**src/rtl/eth_rx_fcs_check.sv**
```systemverilog
// eth_rx_fcs_check: GMII receive preamble/SFD locator, FCS stripper and CRC32 checker
// with per-frame status reported alongside the last forwarded payload byte.
`default_nettype none

module eth_rx_fcs_check #(
    parameter int MIN_LEN = 64,
    parameter int MAX_LEN = 1518
) (
    input  logic        clk,
    input  logic        rst_n,
    input  logic [7:0]  rxd,
    input  logic        rx_dv,
    input  logic        rx_er,
    output logic [7:0]  out_data,
    output logic        out_valid,
    output logic        out_sop,
    output logic        out_eop,
    output logic        frame_done,
    output logic        frame_ok,
    output logic        crc_err,
    output logic        len_err,
    output logic        phy_err,
    output logic [15:0] frame_len
);

    localparam logic [31:0] CRC_INIT    = 32'hFFFF_FFFF;
    localparam logic [31:0] CRC_RESIDUE = 32'hDEBB_20E3;
    localparam logic [31:0] MIN_L       = MIN_LEN;
    localparam logic [31:0] MAX_L       = MAX_LEN;

    typedef enum logic [1:0] {
        S_IDLE = 2'd0,
        S_PRE  = 2'd1,
        S_DATA = 2'd2,
        S_DROP = 2'd3
    } state_t;

    state_t      state_q;
    logic [31:0] crc_q;
    logic [31:0] crc_d;
    logic [15:0] cnt_q;
    logic [15:0] cnt_d;
    logic        phy_q;
    logic [7:0]  dly_q [5];
    logic        crc_bad;
    logic        len_bad;

    // Reflected CRC-32, one byte per call, LSB first.
    function automatic logic [31:0] crc_next(input logic [31:0] c, input logic [7:0] d);
        logic [31:0] r;
        r = c ^ {24'd0, d};
        for (int i = 0; i < 8; i++) begin
            r = r[0] ? ((r >> 1) ^ 32'hEDB8_8320) : (r >> 1);
        end
        return r;
    endfunction

    always_comb begin
        crc_d   = crc_next(crc_q, rxd);
        cnt_d   = (cnt_q == 16'hFFFF) ? cnt_q : cnt_q + 16'd1;
        crc_bad = (crc_q != CRC_RESIDUE);
        len_bad = ({16'd0, cnt_q} < MIN_L) || ({16'd0, cnt_q} > MAX_L);
    end

    always_ff @(posedge clk or negedge rst_n) begin
        if (!rst_n) begin
            state_q    <= S_IDLE;
            crc_q      <= CRC_INIT;
            cnt_q      <= 16'd0;
            phy_q      <= 1'b0;
            for (int i = 0; i < 5; i++) begin
                dly_q[i] <= 8'd0;
            end
            out_data   <= 8'd0;
            out_valid  <= 1'b0;
            out_sop    <= 1'b0;
            out_eop    <= 1'b0;
            frame_done <= 1'b0;
            frame_ok   <= 1'b0;
            crc_err    <= 1'b0;
            len_err    <= 1'b0;
            phy_err    <= 1'b0;
            frame_len  <= 16'd0;
        end else begin
            out_data   <= 8'd0;
            out_valid  <= 1'b0;
            out_sop    <= 1'b0;
            out_eop    <= 1'b0;
            frame_done <= 1'b0;

            case (state_q)
                S_IDLE: begin
                    if (rx_dv) begin
                        state_q <= (rxd == 8'h55) ? S_PRE : S_DROP;
                    end
                end

                S_PRE: begin
                    if (!rx_dv) begin
                        state_q <= S_IDLE;
                    end else if (rxd == 8'hD5) begin
                        state_q <= S_DATA;
                        crc_q   <= CRC_INIT;
                        cnt_q   <= 16'd0;
                        phy_q   <= 1'b0;
                    end else if (rxd != 8'h55) begin
                        state_q <= S_DROP;
                    end
                end

                S_DATA: begin
                    if (rx_dv) begin
                        crc_q    <= crc_d;
                        cnt_q    <= cnt_d;
                        dly_q[0] <= rxd;
                        for (int i = 1; i < 5; i++) begin
                            dly_q[i] <= dly_q[i-1];
                        end
                        if (rx_er) begin
                            phy_q <= 1'b1;
                        end
                        // Oldest delayed byte is payload once five later bytes exist.
                        if (cnt_q >= 16'd5) begin
                            out_valid <= 1'b1;
                            out_data  <= dly_q[4];
                            out_sop   <= (cnt_q == 16'd5);
                        end
                    end else begin
                        state_q    <= S_IDLE;
                        frame_done <= 1'b1;
                        frame_len  <= cnt_q;
                        crc_err    <= crc_bad;
                        len_err    <= len_bad;
                        phy_err    <= phy_q;
                        frame_ok   <= !(crc_bad || len_bad || phy_q);
                        // Byte N-5 was held back so it can carry the end-of-frame mark.
                        if (cnt_q >= 16'd5) begin
                            out_valid <= 1'b1;
                            out_data  <= dly_q[4];
                            out_sop   <= (cnt_q == 16'd5);
                            out_eop   <= 1'b1;
                        end
                    end
                end

                S_DROP: begin
                    if (!rx_dv) begin
                        state_q <= S_IDLE;
                    end
                end

                default: state_q <= S_IDLE;
            endcase
        end
    end

endmodule

`default_nettype wire

```
**config.mk**
```make
export PLATFORM = sky130hd
export DESIGN_NAME = eth_rx_fcs_check
export DESIGN_NICKNAME = d
export VERILOG_FILES = /design/src/rtl/eth_rx_fcs_check.sv
export SDC_FILE = /design/constraint.sdc
export NUM_CORES = 1
export LEC_CHECK = 0
export BUFFER_PORTS_ARGS = -buffer_cell sky130_fd_sc_hd__buf_4
export CELL_PAD_IN_SITES_DETAIL_PLACEMENT = 0
export CELL_PAD_IN_SITES_GLOBAL_PLACEMENT = 1
export CORE_MARGIN = 3
export CORE_UTILIZATION = 51
export CTS_CLUSTER_SIZE = 12
export DETAILED_ROUTE_END_ITERATION = 8
export PLACE_DENSITY_LB_ADDON = 0.05
export SYNTH_ARGS = -nofsm -noshare
export SYNTH_HDL_FRONTEND = slang
export SYNTH_SLANG_ARGS = --single-unit
```
**constraint.sdc**
```tcl
create_clock -name clk -period 2.95 [get_ports clk]
set_clock_uncertainty 0.05 [all_clocks]
set_input_delay 0.295 -clock clk [delete_from_list [all_inputs] [get_ports clk]]
set_output_delay 0.295 -clock clk [all_outputs]
set_load 0.005 [all_outputs]
```
==> impl_results.md <==
- WP buf/inv: 0
- Core Footprint: about 0.011 sq mm
- Final worst path period need: around 2.2 ns
- DR vias/cell: approximately 5.3
- Num CTS Buffers: 17
- CP Class: flop to flop
- Endpoints failing setup: 0
- Crit-path cells: xor2_2 -> xor2_2 -> xnor2_1 -> xnor3_1 -> o22a_1
- CP endpoint kind: flop
- Synth Register Bits: between 100 and 150
- Least-Margin Pin Slew: just under 1 ns
- CTS tree: done
- Data required time at the worst endpoint: 3.24 ns
- DRC: 0
- Most used cell, CP: xor2_2
- CTS root buffer: clkbuf_16
- Asr flop ratio synth: 1.000
- Worst relative slew slack: 0.3327
- Max-cap viol count: 0
- Grt total ovfl: 0
- Die area: about 0.013 sq mm
- Num ports: 44
- Xor and xnor area share after synthesis: 0.1350
- Vias in the first global route: slightly above 4000
- Hold Crit Class: primary input to flop
- Synth warn: 0
- Clk sinks: approximately 120
- Achievable Freq: 445.5 MHz
- Std cell rows: 38
- Final Hold Fails: 0
- Crit path DAT: ~2.5 ns
- Later-pin clock latency in the skew report: 0.42 ns
- Post-synthesis mux area share: 0.03636
- Pre-antenna DRT Iters: 4
- Simple-gate share of the synthesized area: 0.1754
- Starting Density: 0.5303
- Post-synthesis sequential area ratio: 0.5330
- Main synth FF type: dfrtp_1
- PwrDens: ~1100 mW/mm^2
- 1st-iter DRT viols: 279
- Share of layout cells above drive strength 1: 0.2516
- Largest stage delay, worst path: 0.58 ns
- Synth Area per Inst: 10.46 sq um
- Syn Nets: approximately 570
- Critical path launch point type: flop
- RSZ-0062 raised after global routing: no
- Largest net degree at the start of global routing: just over 60
- Period utilization: 0.7610
- Port bufs: between 40 and 50
- Fin worst setup slack: between 0.7 and 0.8 ns
- Clk slew on worst S/H paths: 0.05 ns
- First-pass GRT wire length: about 21000 um
- Critical-path top delay cell: dfstp_2
- Synth unique cells: 52
- Reg2Reg Setup Slack: 0.71 ns
- Adder-Cell Fraction of Synth Area: 0.006417
- Detailed-route via count: 4013
- Die Ht: 113.1 um
- Initial antenna violation count: 0
- Drt wl/cell: 16.28 um
- Die Width: ~110 um
- Fin. max-slew vios: 0
- Setup TNS: 0 ns
- Postcts setup bufs: 0
- Core Util, Final: 0.6286
- Leakage: 3.151 nW
- Antenna Cells: 0
- ANT nets after route: 0
- CP max FO: 5
- Gpl congestion: ~0.86
- P&R area growth vs syn: 18.55%
- Status: finished, final reports clean
- Nets: 618
- Post-synth EDFFs: 0
- Maximum VDD drop: roughly 0.92 mV
- WL final: ~12000 um
- Post-Syn Area: around 0.006 sq mm
- Post-synthesis compound-gate area fraction: 0.08620
- H-tree levels: 4
- FILL cells: a little under 1000
- Max clock buf depth: 2
- GR Util All Layers: 0.2110
- Worst path top cell family by delay: XOR/XNOR gates
- Place WS: 0.7389 ns
- Synth Instances: around 560
- Overall power: about 7.7 mW
- Largest family of logic cells by synthesized area: simple AND/OR/NAND/NOR gates
- Dpl hpwl: between 8000 and 9000 um
==> stage by stage <==
stage                     std cells  hold WS, ns  cell area (sq um)
final                           756      0.05967               6934
after global routing            756      0.05732               6934
after CTS                       756      0.04211               6934
after detailed placement        723       0.3859               6334
after global placement          723       0.3844               6334
after floorplan                 559     -0.05059               5849
==> final cells by class <==
cell class,count,area [sq um],area share
inverter,9,33.78,0.004872
sequential,123,3118,0.4497
clock buffer,22,474.2,0.06839
timing repair buffer,55,440.4,0.06351
tap,140,175.2,0.02526
clock inverter,10,116.4,0.01678
multi-input combinational,397,2576,0.3715
==> state kept, by name (all words and copies together) (netlist names), 2 cells and up <==
signal	flops
dly_q	40
crc_q	32
cnt_q	16
frame_len	16
out_data	8
state_q	2
==> repair_timing <==
item	4_1_cts	5_1_grt
setup endpoints to repair	0	0
hold endpoints to repair	50	0
hold buffers	1	0
resized for setup	0	0
==> cells in the mapped netlist (4+ instances only) <==
library cell | n | area, sq um
a21oi_1 | 27 | 135.1
a31oi_1 | 7 | 43.79
and2_1 | 10 | 62.56
buf_1 | 7 | 26.28
clkbuf_1 | 18 | 67.56
dfrtp_1 | 91 | 2277
dfstp_2 | 32 | 840.8
inv_1 | 9 | 33.78
mux2_2 | 18 | 202.7
nand2_1 | 133 | 499.2
nand3_1 | 7 | 35.03
nand4_1 | 13 | 81.33
nor2_1 | 33 | 123.9
nor3_1 | 5 | 25.02
nor4_1 | 4 | 25.02
o21ai_0 | 15 | 75.07
o21ai_1 | 5 | 25.02
o22a_1 | 10 | 87.58
or3_1 | 4 | 25.02
xnor2_1 | 37 | 324.1
xnor2_2 | 4 | 65.06
xor2_1 | 16 | 140.1
==> cell usage in the layout (no fill, tap or decap), drive strengths merged, types with 13 or more instances in the layout <==
cell    instances
nand2         133
dfrtp          91
buf            54
xnor2          44
nor2           33
dfstp          32
a21oi          27
clkbuf         22
xor2           22
o21ai          20
mux2           18
nand4          13
==> tightest hold or removal path: stages <==
cell and delay (ns):
buf_4 0.10, nand2_1 0.05, nand2_1 0.05
==> report_power, final <==
part / total [mW] / leakage, nW / internal (mW) / switching (mW)
clock network: 2.03 / 0.274 / 1.31 / 0.722
registers: 2.68 / 1.53 / 2.28 / 0.405
logic: 2.99 / 1.35 / 1.51 / 1.48
==> path summary, 6_finish.rpt <==
path	start	end	cells after the start
min in group asynchronous	rst_n	cnt_q[11]	2
max in group asynchronous	rst_n	dly_q[4]	3
setup reg to reg	crc_q[3]	crc_q[19]	5
hold / removal	rxd[3]	dly_q[35]	3
setup / recovery	crc_q[3]	crc_q[19]	5
hold reg to reg	dly_q[7]	dly_q[7]	2
==> cells by family (layout without fill, tap and decap cells) <==
| group | count (synthesis) | count (layout) |
|---|---|---|
| flip-flops | 123 | 123 |
| AO/OA/AOI/OAI | 81 | 81 |
| buffers and inverters | 39 | 96 |
| AND/OR/NAND/NOR | 226 | 226 |
| adder cells (fa/ha/maj) | 3 | 3 |
| XOR/XNOR | 68 | 68 |
| multiplexers | 19 | 19 |
==> layer usage <==
layer	share of wire	track usage
met2	0.47	0.3223
met1	0.47	0.2932
met4	0.016	0.08654
met5	0	0
met3	0.040	0.04759
No activity file was read; power rests on OpenSTA's default activity.
